### src/rtl/stack_pkg.sv
// stack_pkg: shared types and default sizes for the operand-stack sequencer.
//   op_e    : 3-bit stack command opcode
//   state_e : sequencer phases (idle, register-file read, write-back, done)
package stack_pkg;

   localparam int unsigned DefDepth = 8;
   localparam int unsigned DefWidth = 8;

   typedef enum logic [2:0] {
      OpNop  = 3'd0,
      OpPush = 3'd1,
      OpPop  = 3'd2,
      OpAdd  = 3'd3,
      OpSub  = 3'd4,
      OpDup  = 3'd5,
      OpSwap = 3'd6,
      OpClr  = 3'd7
   } op_e;

   typedef enum logic [1:0] {
      StIdle,
      StRd,
      StWr,
      StDone
   } state_e;

endpackage

### src/rtl/stack_alu.sv
// stack_alu: combinational command evaluator for the operand stack.
//   in : op, a (TOS), b (NOS), imm, top (current), depth (current)
//   out: legal, write strobes/selects/data for ports a and b,
//        depth_nxt and top_nxt (unchanged when the command is illegal)
module stack_alu import stack_pkg::*; #(
   parameter  int unsigned DEPTH = DefDepth,
   parameter  int unsigned WIDTH = DefWidth,
   localparam int unsigned AW    = $clog2(DEPTH)
) (
   input  op_e              op,
   input  logic [WIDTH-1:0] a,
   input  logic [WIDTH-1:0] b,
   input  logic [WIDTH-1:0] imm,
   input  logic [WIDTH-1:0] top,
   input  logic [AW:0]      depth,
   output logic             legal,
   output logic             wr_en_a,
   output logic             wr_en_b,
   output logic [AW-1:0]    wr_sel_a,
   output logic [AW-1:0]    wr_sel_b,
   output logic [WIDTH-1:0] wr_data_a,
   output logic [WIDTH-1:0] wr_data_b,
   output logic [AW:0]      depth_nxt,
   output logic [WIDTH-1:0] top_nxt
);

   localparam logic [AW:0] Full = (AW+1)'(DEPTH);
   localparam logic [AW:0] One  = (AW+1)'(1);
   localparam logic [AW:0] Two  = (AW+1)'(2);

   logic             has_one, has_two, has_room;
   logic [AW-1:0]    idx_tos, idx_nos, idx_new;
   logic [WIDTH-1:0] sum, diff;

   assign has_one  = depth >= One;
   assign has_two  = depth >= Two;
   assign has_room = depth < Full;
   // Entry indices wrap mod DEPTH; wrapped values only occur on illegal commands.
   assign idx_new  = depth[AW-1:0];
   assign idx_tos  = depth[AW-1:0] - AW'(1);
   assign idx_nos  = depth[AW-1:0] - AW'(2);
   assign sum      = b + a;
   assign diff     = b - a;

   always_comb begin
      legal     = 1'b1;
      wr_en_a   = 1'b0;
      wr_en_b   = 1'b0;
      wr_sel_a  = '0;
      wr_sel_b  = '0;
      wr_data_a = '0;
      wr_data_b = '0;
      depth_nxt = depth;
      top_nxt   = top;
      unique case (op)
         OpNop: ;
         OpPush: begin
            if (has_room) begin
               wr_en_a   = 1'b1;
               wr_sel_a  = idx_new;
               wr_data_a = imm;
               depth_nxt = depth + One;
               top_nxt   = imm;
            end else begin
               legal = 1'b0;
            end
         end
         OpPop: begin
            if (has_one) begin
               depth_nxt = depth - One;
               top_nxt   = (depth == One) ? '0 : b;
            end else begin
               legal = 1'b0;
            end
         end
         OpAdd, OpSub: begin
            if (has_two) begin
               wr_en_a   = 1'b1;
               wr_sel_a  = idx_nos;
               wr_data_a = (op == OpAdd) ? sum : diff;
               depth_nxt = depth - One;
               top_nxt   = (op == OpAdd) ? sum : diff;
            end else begin
               legal = 1'b0;
            end
         end
         OpDup: begin
            if (has_one && has_room) begin
               wr_en_a   = 1'b1;
               wr_sel_a  = idx_new;
               wr_data_a = a;
               depth_nxt = depth + One;
               top_nxt   = a;
            end else begin
               legal = 1'b0;
            end
         end
         OpSwap: begin
            if (has_two) begin
               wr_en_a   = 1'b1;
               wr_sel_a  = idx_nos;
               wr_data_a = a;
               wr_en_b   = 1'b1;
               wr_sel_b  = idx_tos;
               wr_data_b = b;
               top_nxt   = b;
            end else begin
               legal = 1'b0;
            end
         end
         OpClr: begin
            depth_nxt = '0;
            top_nxt   = '0;
         end
         default: ;
      endcase
   end

endmodule

### src/rtl/stack_ctrl.sv
// stack_ctrl: sequences one stack command at a time over the shared register file.
//   cmd_valid/cmd_ready/cmd_op/cmd_imm : command handshake (ready only in idle)
//   done/err                           : one-cycle completion pulse, err valid with done
//   top/depth                          : registered top-of-stack and entry count
//   rf_re_* / rf_wr_*                  : register file read selects/data, write ports a/b
module stack_ctrl import stack_pkg::*; #(
   parameter  int unsigned DEPTH = DefDepth,
   parameter  int unsigned WIDTH = DefWidth,
   localparam int unsigned AW    = $clog2(DEPTH)
) (
   input  logic             clk,
   input  logic             rst_n,
   input  logic             cmd_valid,
   output logic             cmd_ready,
   input  op_e              cmd_op,
   input  logic [WIDTH-1:0] cmd_imm,
   output logic             done,
   output logic             err,
   output logic [WIDTH-1:0] top,
   output logic [AW:0]      depth,
   output logic [AW-1:0]    rf_re_sel_a,
   output logic [AW-1:0]    rf_re_sel_b,
   input  logic [WIDTH-1:0] rf_re_data_a,
   input  logic [WIDTH-1:0] rf_re_data_b,
   output logic [AW-1:0]    rf_wr_sel_a,
   output logic [AW-1:0]    rf_wr_sel_b,
   output logic [WIDTH-1:0] rf_wr_data_a,
   output logic [WIDTH-1:0] rf_wr_data_b,
   output logic             rf_wr_en_a,
   output logic             rf_wr_en_b
);

   state_e           state_q, state_d;
   op_e              op_q, op_d;
   logic [WIDTH-1:0] imm_q, imm_d;
   logic [WIDTH-1:0] a_q, a_d, b_q, b_d;
   logic [WIDTH-1:0] top_q, top_d;
   logic [AW:0]      depth_q, depth_d;
   logic             err_q, err_d;

   logic             alu_legal, alu_en_a, alu_en_b;
   logic [AW-1:0]    alu_sel_a, alu_sel_b;
   logic [WIDTH-1:0] alu_data_a, alu_data_b, alu_top;
   logic [AW:0]      alu_depth;

   stack_alu #(
      .DEPTH (DEPTH),
      .WIDTH (WIDTH)
   ) u_alu (
      .op        (op_q),
      .a         (a_q),
      .b         (b_q),
      .imm       (imm_q),
      .top       (top_q),
      .depth     (depth_q),
      .legal     (alu_legal),
      .wr_en_a   (alu_en_a),
      .wr_en_b   (alu_en_b),
      .wr_sel_a  (alu_sel_a),
      .wr_sel_b  (alu_sel_b),
      .wr_data_a (alu_data_a),
      .wr_data_b (alu_data_b),
      .depth_nxt (alu_depth),
      .top_nxt   (alu_top)
   );

   // Gating with rst_n keeps a command caught by reset from handshaking or writing.
   assign cmd_ready = rst_n && (state_q == StIdle);
   assign done      = rst_n && (state_q == StDone);
   assign err       = done && err_q;
   assign top       = top_q;
   assign depth     = depth_q;

   always_comb begin
      state_d      = state_q;
      op_d         = op_q;
      imm_d        = imm_q;
      a_d          = a_q;
      b_d          = b_q;
      top_d        = top_q;
      depth_d      = depth_q;
      err_d        = err_q;
      rf_re_sel_a  = '0;
      rf_re_sel_b  = '0;
      rf_wr_sel_a  = '0;
      rf_wr_sel_b  = '0;
      rf_wr_data_a = '0;
      rf_wr_data_b = '0;
      rf_wr_en_a   = 1'b0;
      rf_wr_en_b   = 1'b0;
      unique case (state_q)
         StIdle: begin
            if (cmd_valid && cmd_ready) begin
               op_d    = cmd_op;
               imm_d   = cmd_imm;
               state_d = StRd;
            end
         end
         StRd: begin
            rf_re_sel_a = depth_q[AW-1:0] - AW'(1);
            rf_re_sel_b = depth_q[AW-1:0] - AW'(2);
            a_d         = rf_re_data_a;
            b_d         = rf_re_data_b;
            state_d     = StWr;
         end
         StWr: begin
            rf_wr_en_a   = alu_en_a && rst_n;
            rf_wr_en_b   = alu_en_b && rst_n;
            rf_wr_sel_a  = alu_sel_a;
            rf_wr_sel_b  = alu_sel_b;
            rf_wr_data_a = alu_data_a;
            rf_wr_data_b = alu_data_b;
            depth_d      = alu_depth;
            top_d        = alu_top;
            err_d        = !alu_legal;
            state_d      = StDone;
         end
         StDone: begin
            err_d   = 1'b0;
            state_d = StIdle;
         end
         default: state_d = StIdle;
      endcase
   end

   always_ff @(posedge clk) begin
      if (!rst_n) begin
         state_q <= StIdle;
         op_q    <= OpNop;
         imm_q   <= '0;
         a_q     <= '0;
         b_q     <= '0;
         top_q   <= '0;
         depth_q <= '0;
         err_q   <= 1'b0;
      end else begin
         state_q <= state_d;
         op_q    <= op_d;
         imm_q   <= imm_d;
         a_q     <= a_d;
         b_q     <= b_d;
         top_q   <= top_d;
         depth_q <= depth_d;
         err_q   <= err_d;
      end
   end

endmodule
### config.mk
export PLATFORM = sky130hd
export DESIGN_NAME = stack_ctrl
export DESIGN_NICKNAME = d
export VERILOG_FILES = /design/src/rtl/stack_pkg.sv /design/src/rtl/stack_alu.sv /design/src/rtl/stack_ctrl.sv
export SDC_FILE = /design/constraint.sdc
export NUM_CORES = 1
export LEC_CHECK = 0
export ABC_CLOCK_PERIOD_IN_PS = 10300
export BUFFER_PORTS_ARGS = -buffer_cell sky130_fd_sc_hd__buf_2
export CAP_MARGIN = 20
export CORE_AREA = 2 2 117 119
export DETAILED_ROUTE_END_ITERATION = 8
export DIE_AREA = 0 0 119 121
export GPL_ROUTABILITY_DRIVEN = 0
export GPL_TIMING_DRIVEN = 0
export HOLD_SLACK_MARGIN = 0.05
export PLACE_DENSITY_LB_ADDON = 0.2
export SYNTH_ARGS = -nofsm -noshare
export SYNTH_HDL_FRONTEND = slang
export SYNTH_SLANG_ARGS = --single-unit
### constraint.sdc
create_clock -name clk -period 10.3 [get_ports clk]
set_input_delay 3.09 -clock clk [delete_from_list [all_inputs] [get_ports clk]]
set_output_delay 3.09 -clock clk [all_outputs]
set_load 0.01 [all_outputs]
# Word level (Yosys, flattened, before mapping)
# Index checks and enable logic that the tools add are counted.
op_classes:
  add_sub_neg: 6
  n_lt_le_gt_ge: 3
  n_eq_ne: 17
  n_mux: 44
  reduce_logical: 17
op_table:
  columns: ["cell", "n"]
  rows:
  - ["$mux 8", 15]
  - ["$pmux 8 s6", 1]
  - ["$pmux 8 s4", 1]
  - ["$mux 3", 9]
  - ["$pmux 4 s5", 1]
  - ["$mux 4", 4]
  - ["$eq 3x3->1 const B", 4]
  - ["$ne 2x1->1 const B", 6]
  - ["$pmux 3 s3", 1]
  - ["$add 8x8->8", 1]
  - ["$pmux 2 s4", 1]
  - ["$sub 8x8->8", 1]
  - ["$logic_and 1x1->1", 7]
  - ["$mux 1", 7]
  - ["$reduce_and 7->1", 1]
  - ["$eq 3x2->1 const B", 2]
  - ["$reduce_and 6->1", 1]
  - ["$reduce_bool 6->1", 1]
  - ["$reduce_bool 5->1", 1]
  - ["$add 4x1->4 const B", 1]
  - ["$eq 2x2->1 const B", 2]
  - ["$eq 4x1->1 const B", 1]
  - ["$ge 4x1->1 const B", 1]
  - ["$ge 4x2->1 const B", 1]
  - ["16 further kinds", 16]
totals:
  reg_bits: 42
  in_bits: 30
  wordCells: 95

# Depth between registers and ports, before layout
# Gate-level depths: netlist (run 1).
logic_depth:
  word_depth: 6
  depth_mapped: 13

# By module
# From an unflattened synthesis (run 1), not the netlist that was laid out.
hier_totals:
  hier_cells: 441
  area_unflattened_um2: 3475.8
modules_own_cells:
  columns: ["mod", "n_inst", "cells_per_inst", "area_each_um2", "seq_area_each_um2"]
  rows:
  - ["stack_ctrl", 1, 200, 1911.8, 840.8]
  - ["stack_alu", 1, 241, 1564.0, 0.0]

# Worst setup path after synthesis (run 1)
# Ideal clock, no wire load.
synth_path:
  path_type: "input port to output port"
  from: "input port rst_n"
  to: "output port err"
  t_arrival_ps: 3710
  required_time_ps: 7210
  slack_ps: 3500
  stages: 3
  path_cell_list: "clkbuf_8 -> clkbuf_1 -> and3_1"
synth_via:
  elab_chain_cells: 2
synth_lines:
  columns: ["element", "line_no", "rtl"]
  rows:
  - ["start: declaration", "stack_ctrl.sv:12", "input logic rst_n,"]
  - ["$logic_and 1x1->1", "stack_ctrl.sv:69", "assign done = rst_n && (state_q == StDone);"]
  - ["$logic_and 1x1->1", "stack_ctrl.sv:70", "assign err = done && err_q;"]
  - ["end: declaration", "stack_ctrl.sv:18", "output logic err,"]
# Every way passes these cells.

# Worst setup path after layout (run 1)
layout_path:
  from: "input port rst_n"
  to: "output port cmd_ready"
layout_via:
  elab_chain_cells: 1
layout_lines:
  columns: ["element", "line_no", "rtl"]
  rows:
  - ["$logic_and 1x1->1", "stack_ctrl.sv:68", "assign cmd_ready = rst_n && (state_q == StIdle);"]
  - ["end: declaration", "stack_ctrl.sv:14", "output logic cmd_ready,"]
# Every way passes these cells.

==> results of run 1 <==
## layout make-up
class                   count  area (sq um)
inverters                  18         67.56
fillers                  1412          9110
clock buffers               5         125.1
well taps                 176         220.2
flip-flops and latches     42         840.8
multi-input cells         313          2161
plain buffers              28         168.9
clock inverters             3         26.28
repair buffers             73         365.4
## layer usage
layer | GRT usage (%) | vias to the layer above
met3 | 2.820 | 19
met4 | 5.580 | 0
met5 | 0 | -
met2 | 25.00 | 142
li1 | - | 1589
met1 | 20.72 | 1503
## kinds of logic after synthesis
logic type / Yosys count / share of synthesized area [%]
and+or+nand+nor: 156 / 25.54
adders and majority gates: 20 / 7.960
xor gates and xnor gates: 15 / 4.289
muxes: 20 / 6.182
AOI/OAI and AO/OA: 102 / 22.76
DFF: 42 / 25.97
buffers and inverters: 46 / 7.303
## synth_stat cells, types with 11 or more instances
cell type and count:
ha_1 19, o21ai_0 21, nand3_1 11, nand2_1 46
clkbuf_1 13, a21oi_1 19, nor2b_1 28, mux2i_1 20
and2_1 18, inv_1 17, nor2_1 28, dfxtp_1 42
## sequential cells by signal, summed over array words and instances (netlist names)
register / flops
b_q: 8
depth: 4
state_q: 2
a_q: 8
imm_q: 8
err_q: 1
top: 8
op_q: 3
## per-stage QoR
step | hold WS (ps) | cells | util (%)
final | 498.1 | 658 | 30.38
after detailed placement | 481.5 | 650 | 29.22
after global routing | 513.2 | 658 | 30.38
after CTS | 499.8 | 658 | 30.38
after global placement | 477.3 | 650 | 29.22
after floorplan | 448.2 | 401 | -
## worst paths after layout
check / start / endpoint / slack [ps] / cells after the start
max: rst_n / cmd_ready / 3170 / 4
min: top[6]$_SDFFE_PN0P_ / top[6]$_SDFFE_PN0P_ / 500 / 2
max reg2reg: op_q[1]$_SDFFE_PN0P_ / top[5]$_SDFFE_PN0P_ / 7300 / 12
min reg2reg: top[6]$_SDFFE_PN0P_ / top[6]$_SDFFE_PN0P_ / 500 / 2
## worst max-delay path, delay by kind of cell
| family | cells | cell delay, ps |
|---|---|---|
| simple gates | 1 | 210 |
| buf+inv | 3 | 730 |
## where the power goes
part	internal [mW]	switching (mW)	leakage [nW]
Clock	0.0928	0.0778	0.0752
Combinational	0.206	0.293	1.29
Sequential	0.197	0.0452	0.343
==> impl_metrics.env, run 1 <==
export IMPL_layout_common_cells="76 x buf_2, 46 x nand2_1, 42 x dfxtp_1"
export IMPL_vias_per_cell=4.944
export IMPL_final_common_cell="buf_2"
export IMPL_p_leak_nw=1.709
export IMPL_hold_path_class="flip-flop to flip-flop"
export IMPL_clk_latency_ps=290
export IMPL_cpMaxStageDelayCell="clkbuf_1"
export IMPL_yosys_area_top_type_share_pct=25.97
export IMPL_synth_cell_type_count=68
export IMPL_cp_end_kind="output pin"
export IMPL_grt_max_degree=17
export IMPL_wl_met3_um=620
export IMPL_wl_met1_um=5096
export IMPL_ys_flop_type="dfxtp_1"
export IMPL_wl_um=11130
export IMPL_yosys_warnings=0
export IMPL_setup_slack_ps=3171
export IMPL_synth_area_per_cell_sq_um=8.075
export IMPL_start_util_pct=24.75
export IMPL_via_count=3253
export IMPL_numCtsBuffers=5
export IMPL_drive_gt1_share_pct=21.78
export IMPL_netlist_area_sq_um=3238
export IMPL_ant_nets=0
export IMPL_drcViolationCount=0
export IMPL_fin_crit_sh_pct=69.22
export IMPL_fp_dieW_um=119
export IMPL_route_met2_wl_um=5105
export IMPL_firstDrtPassIters=5
export IMPL_hold_viol=0
export IMPL_max_freq_mhz=140.3
export IMPL_cpPeakStageDelay_ps=460
export IMPL_syn_inst=401
export IMPL_dp_hpwl_um=8608
export IMPL_area_growth_pct=22.76
export IMPL_path_clk_slew_ps=70
export IMPL_cts_hold_fix_buffers=0
export IMPL_clockRootBuffer="clkbuf_16"
export IMPL_die_height_um=121
export IMPL_htreeDepth=2
export IMPL_crit_type="input pin to output pin"
export IMPL_pre_cts_ws_ps=3124
export IMPL_cts_resized=0
export IMPL_ys_ff_latch=42
export IMPL_track_usage_pct=15.51
export IMPL_slew_headroom_pct=30.70
export IMPL_async_flop_share_pct=0
export IMPL_antenna_cells=0
export IMPL_syn_nets=451
export IMPL_grt_pass1_vias=3139
export IMPL_final_nets=531
export IMPL_portBuffers=73
export IMPL_path_cells="clkbuf_8 -> clkbuf_1 -> and2_1 -> buf_2"
export IMPL_io_pins=75
export IMPL_overflow=0
export IMPL_grt_antenna_before_repair=0
export IMPL_avgRoutedWirePerCell_um=16.91
export IMPL_drv_cap=0
export IMPL_finalMaxSlewViolations=0
export IMPL_coreArea_sq_um=13090
export IMPL_top_layer_used="met4"
export IMPL_cts_buffer_depth=2
export IMPL_period_minus_slack_ps=7129
export IMPL_synth_edf_count=0
export IMPL_peakVddDrop_uv=84.37
export IMPL_synth_seq_area_share_pct=25.97
export IMPL_ys_top_cells_by_area="dfxtp_1 26%, ha_1 7.3%, mux2i_1 6.2%"
export IMPL_synth_top_area_cell="dfxtp_1"
export IMPL_p_total_uw=912.3
export IMPL_clock_sinks=42
export IMPL_drt_initial_drc_count=352
export IMPL_placed_area_sq_um=3824
export IMPL_std_cell_rows=42
export IMPL_die_area_sq_um=14400
export IMPL_post_cts_buffers=0
export IMPL_critPathMaxFanout=10
export IMPL_setup_violations=0
export IMPL_rsz0062_at_grt="false"
export IMPL_stdcell_area_sq_um=3975
export IMPL_worstMarginPinSlew_ps=1032
export IMPL_required_ps=7210
export IMPL_skew_ps=8.766
export IMPL_tns_ps=0
export IMPL_powerDensity_nw_per_um2=229.5
export IMPL_grt_pass1_wl_um=17290
export IMPL_cp_arrival_ps=4040
export IMPL_cts_tree="yes"
export IMPL_crit_path_start_kind="input pin"
export IMPL_status="finished clean"
No activity file was read; power rests on OpenSTA's default activity.
==> run 2, diff against run 1 <==
ABC_AREA = 1   (was default)
ABC_CLOCK_PERIOD_IN_PS = 6400   (was 10300)
CORE_AREA = 2 2 111 113   (was 2 2 117 119)
DIE_AREA = 0 0 113 115   (was 0 0 119 121)
clock period = 6.4 ns   (was 10.3 ns; I/O delays follow)
==> run 2 against run 1 <==
Effect of this change: the flow now finishes with violations (design-rule violations); sequential cell count unchanged; sequential share of layout area increased by 2.2 points; largest cell class unchanged; count of clock-buffer cells in the layout increased by 1; largest power group unchanged; clock skew decreased by 4.9 ps; register-to-register slack got worse by 3400 ps; critical path depth increased by 1; via count decreased by 3.7%; critical path type unchanged.
==> impl_metrics.env, run 2 <==
export IMPL_cts_buffer_depth=2
export IMPL_setup_slack_ps=1542
export IMPL_tns_ps=0
export IMPL_ys_flop_type="dfxtp_1"
export IMPL_coreArea_sq_um=11810
export IMPL_final_nets=581
export IMPL_syn_nets=500
export IMPL_portBuffers=74
export IMPL_io_pins=75
export IMPL_die_area_sq_um=13000
export IMPL_powerDensity_nw_per_um2=417.8
export IMPL_synth_cell_type_count=32
export IMPL_std_cell_rows=40
export IMPL_cts_resized=0
export IMPL_cp_end_kind="output pin"
export IMPL_avgRoutedWirePerCell_um=15.08
export IMPL_ys_top_cells_by_area="dfxtp_1 29%, a21oi_1 9.3%, nand2_1 9.3%"
export IMPL_synth_most_common_cell="nand2_1"
export IMPL_skew_ps=3.887
export IMPL_p_leak_nw=1.764
export IMPL_synthTopCellsByCount="72 x nand2_1, 64 x inv_1, 61 x nor2_1"
export IMPL_crit_type="input pin to output pin"
export IMPL_drive_gt1_share_pct=18.42
export IMPL_peakVddDrop_uv=140.5
export IMPL_violations="design-rule violations"
export IMPL_via_count=3134
export IMPL_htreeDepth=2
export IMPL_hold_path_class="flip-flop to flip-flop"
export IMPL_die_height_um=115
export IMPL_final_common_cell="buf_2"
export IMPL_path_clk_slew_ps=60
export IMPL_area_growth_pct=24.03
export IMPL_drt_initial_drc_count=127
export IMPL_layout_common_cells="75 x buf_2, 72 x nand2_1, 64 x inv_1"
export IMPL_synth_area_per_cell_sq_um=6.445
export IMPL_start_util_pct=24.56
export IMPL_vias_per_cell=4.616
export IMPL_post_cts_buffers=0
export IMPL_cp_arrival_ps=2940
export IMPL_dp_hpwl_um=8303
export IMPL_clock_sinks=42
export IMPL_synth_edf_count=0
export IMPL_finalMaxSlewViolations=0
export IMPL_grt_pass1_vias=3035
export IMPL_drcViolationCount=1
export IMPL_clockRootBuffer="clkbuf_16"
export IMPL_synth_top_area_cell="dfxtp_1"
export IMPL_synth_seq_area_share_pct=28.99
export IMPL_fillers=1363
export IMPL_cts_tree="yes"
export IMPL_worstMarginPinSlew_ps=672.2
export IMPL_fp_dieW_um=113
export IMPL_netlist_area_sq_um=2900
export IMPL_slew_headroom_pct=55.18
export IMPL_fin_crit_sh_pct=75.90
export IMPL_setup_violations=0
export IMPL_status="finished, violations left"
export IMPL_syn_inst=450
export IMPL_numCtsBuffers=5
export IMPL_yosys_area_top_type_share_pct=28.99
export IMPL_period_minus_slack_ps=4858
export IMPL_drv_cap=0
export IMPL_cts_hold_fix_buffers=0
export IMPL_track_usage_pct=15.99
export IMPL_firstDrtPassIters=7
export IMPL_pre_cts_ws_ps=1493
export IMPL_critPathMaxFanout=10
export IMPL_yosys_warnings=0
export IMPL_antenna_cells=0
export IMPL_overflow=0
export IMPL_async_flop_share_pct=0
export IMPL_grt_antenna_before_repair=0
export IMPL_ant_nets=0
export IMPL_wl_um=10240
export IMPL_hold_viol=0
export IMPL_crit_path_start_kind="input pin"
export IMPL_clk_latency_ps=290
export IMPL_max_freq_mhz=205.9
export IMPL_ys_ff_latch=42
export IMPL_grt_max_degree=14
export IMPL_required_ps=4480
export IMPL_rsz0062_at_grt="false"
export IMPL_grt_pass1_wl_um=16080
-- run 2: layer usage --
metal	vias to the layer above	wire [um]	track usage, %
li1	1629	-	-
met3	18	421	2.478
met5	-	0	0
met4	0	305	6.341
met2	75	5104	28.22
met1	1412	4405	19.57
-- run 2: final timing paths --
path	startpoint	endpoint	slack [ps]	depth (start not counted)
setup reg to reg	op_q[2]$_SDFFE_PN0P_	top[4]$_SDFFE_PN0P_	3850	11
hold / removal	top[7]$_SDFFE_PN0P_	top[7]$_SDFFE_PN0P_	470	2
hold reg to reg	top[7]$_SDFFE_PN0P_	top[7]$_SDFFE_PN0P_	470	2
setup / recovery	rst_n	rf_wr_en_a	1540	5
-- run 2: through the flow --
step	util [%]	instances	power, mW	area, sq um	hold WS [ps]
floorplan	-	450	1.009	2900	439.4
global placement	29.25	671	1.247	3455	470.9
detailed placement	29.25	671	1.252	3455	466.7
CTS	30.46	679	1.512	3597	481.1
global route	30.46	679	1.652	3597	495.7
finish	30.46	679	1.503	3597	473.3
-- run 2: logic make-up (layout without fill, tap and decap cells) --
family | count (synthesis) | count (layout) | synth area share [%]
compound gates | 124 | 124 | 22.78
simple gates | 170 | 170 | 25.11
buf+inv | 83 | 165 | 10.91
flops | 42 | 42 | 28.99
xor+xnor | 11 | 11 | 3.322
fa+ha+maj | 20 | 20 | 8.887
-- run 2: critical path, stage by stage --
cell,delay (ps)
buf_2,130
clkbuf_1,480
o211ai_1,190
inv_1,90
buf_2,120
-- run 2: power by group --
part / leakage (nW) / switching [mW] / internal, mW
registers: 0.344 / 0.0636 / 0.333
logic: 1.35 / 0.565 / 0.286
clock network: 0.0708 / 0.109 / 0.145
total: 1.76 / 0.738 / 0.765
-- run 2: layout make-up --
class                   count  area [sq um]  area share [%]
repair buffers             74         370.4           10.30
well taps                 147         183.9           5.113
inverters                  71         266.5           7.409
multi-input cells         325          1743           48.45
clock inverters             2         13.76          0.3826
clock buffers               6         128.9           3.583
plain buffers              12         50.05           1.391
flip-flops and latches     42         840.8           23.37
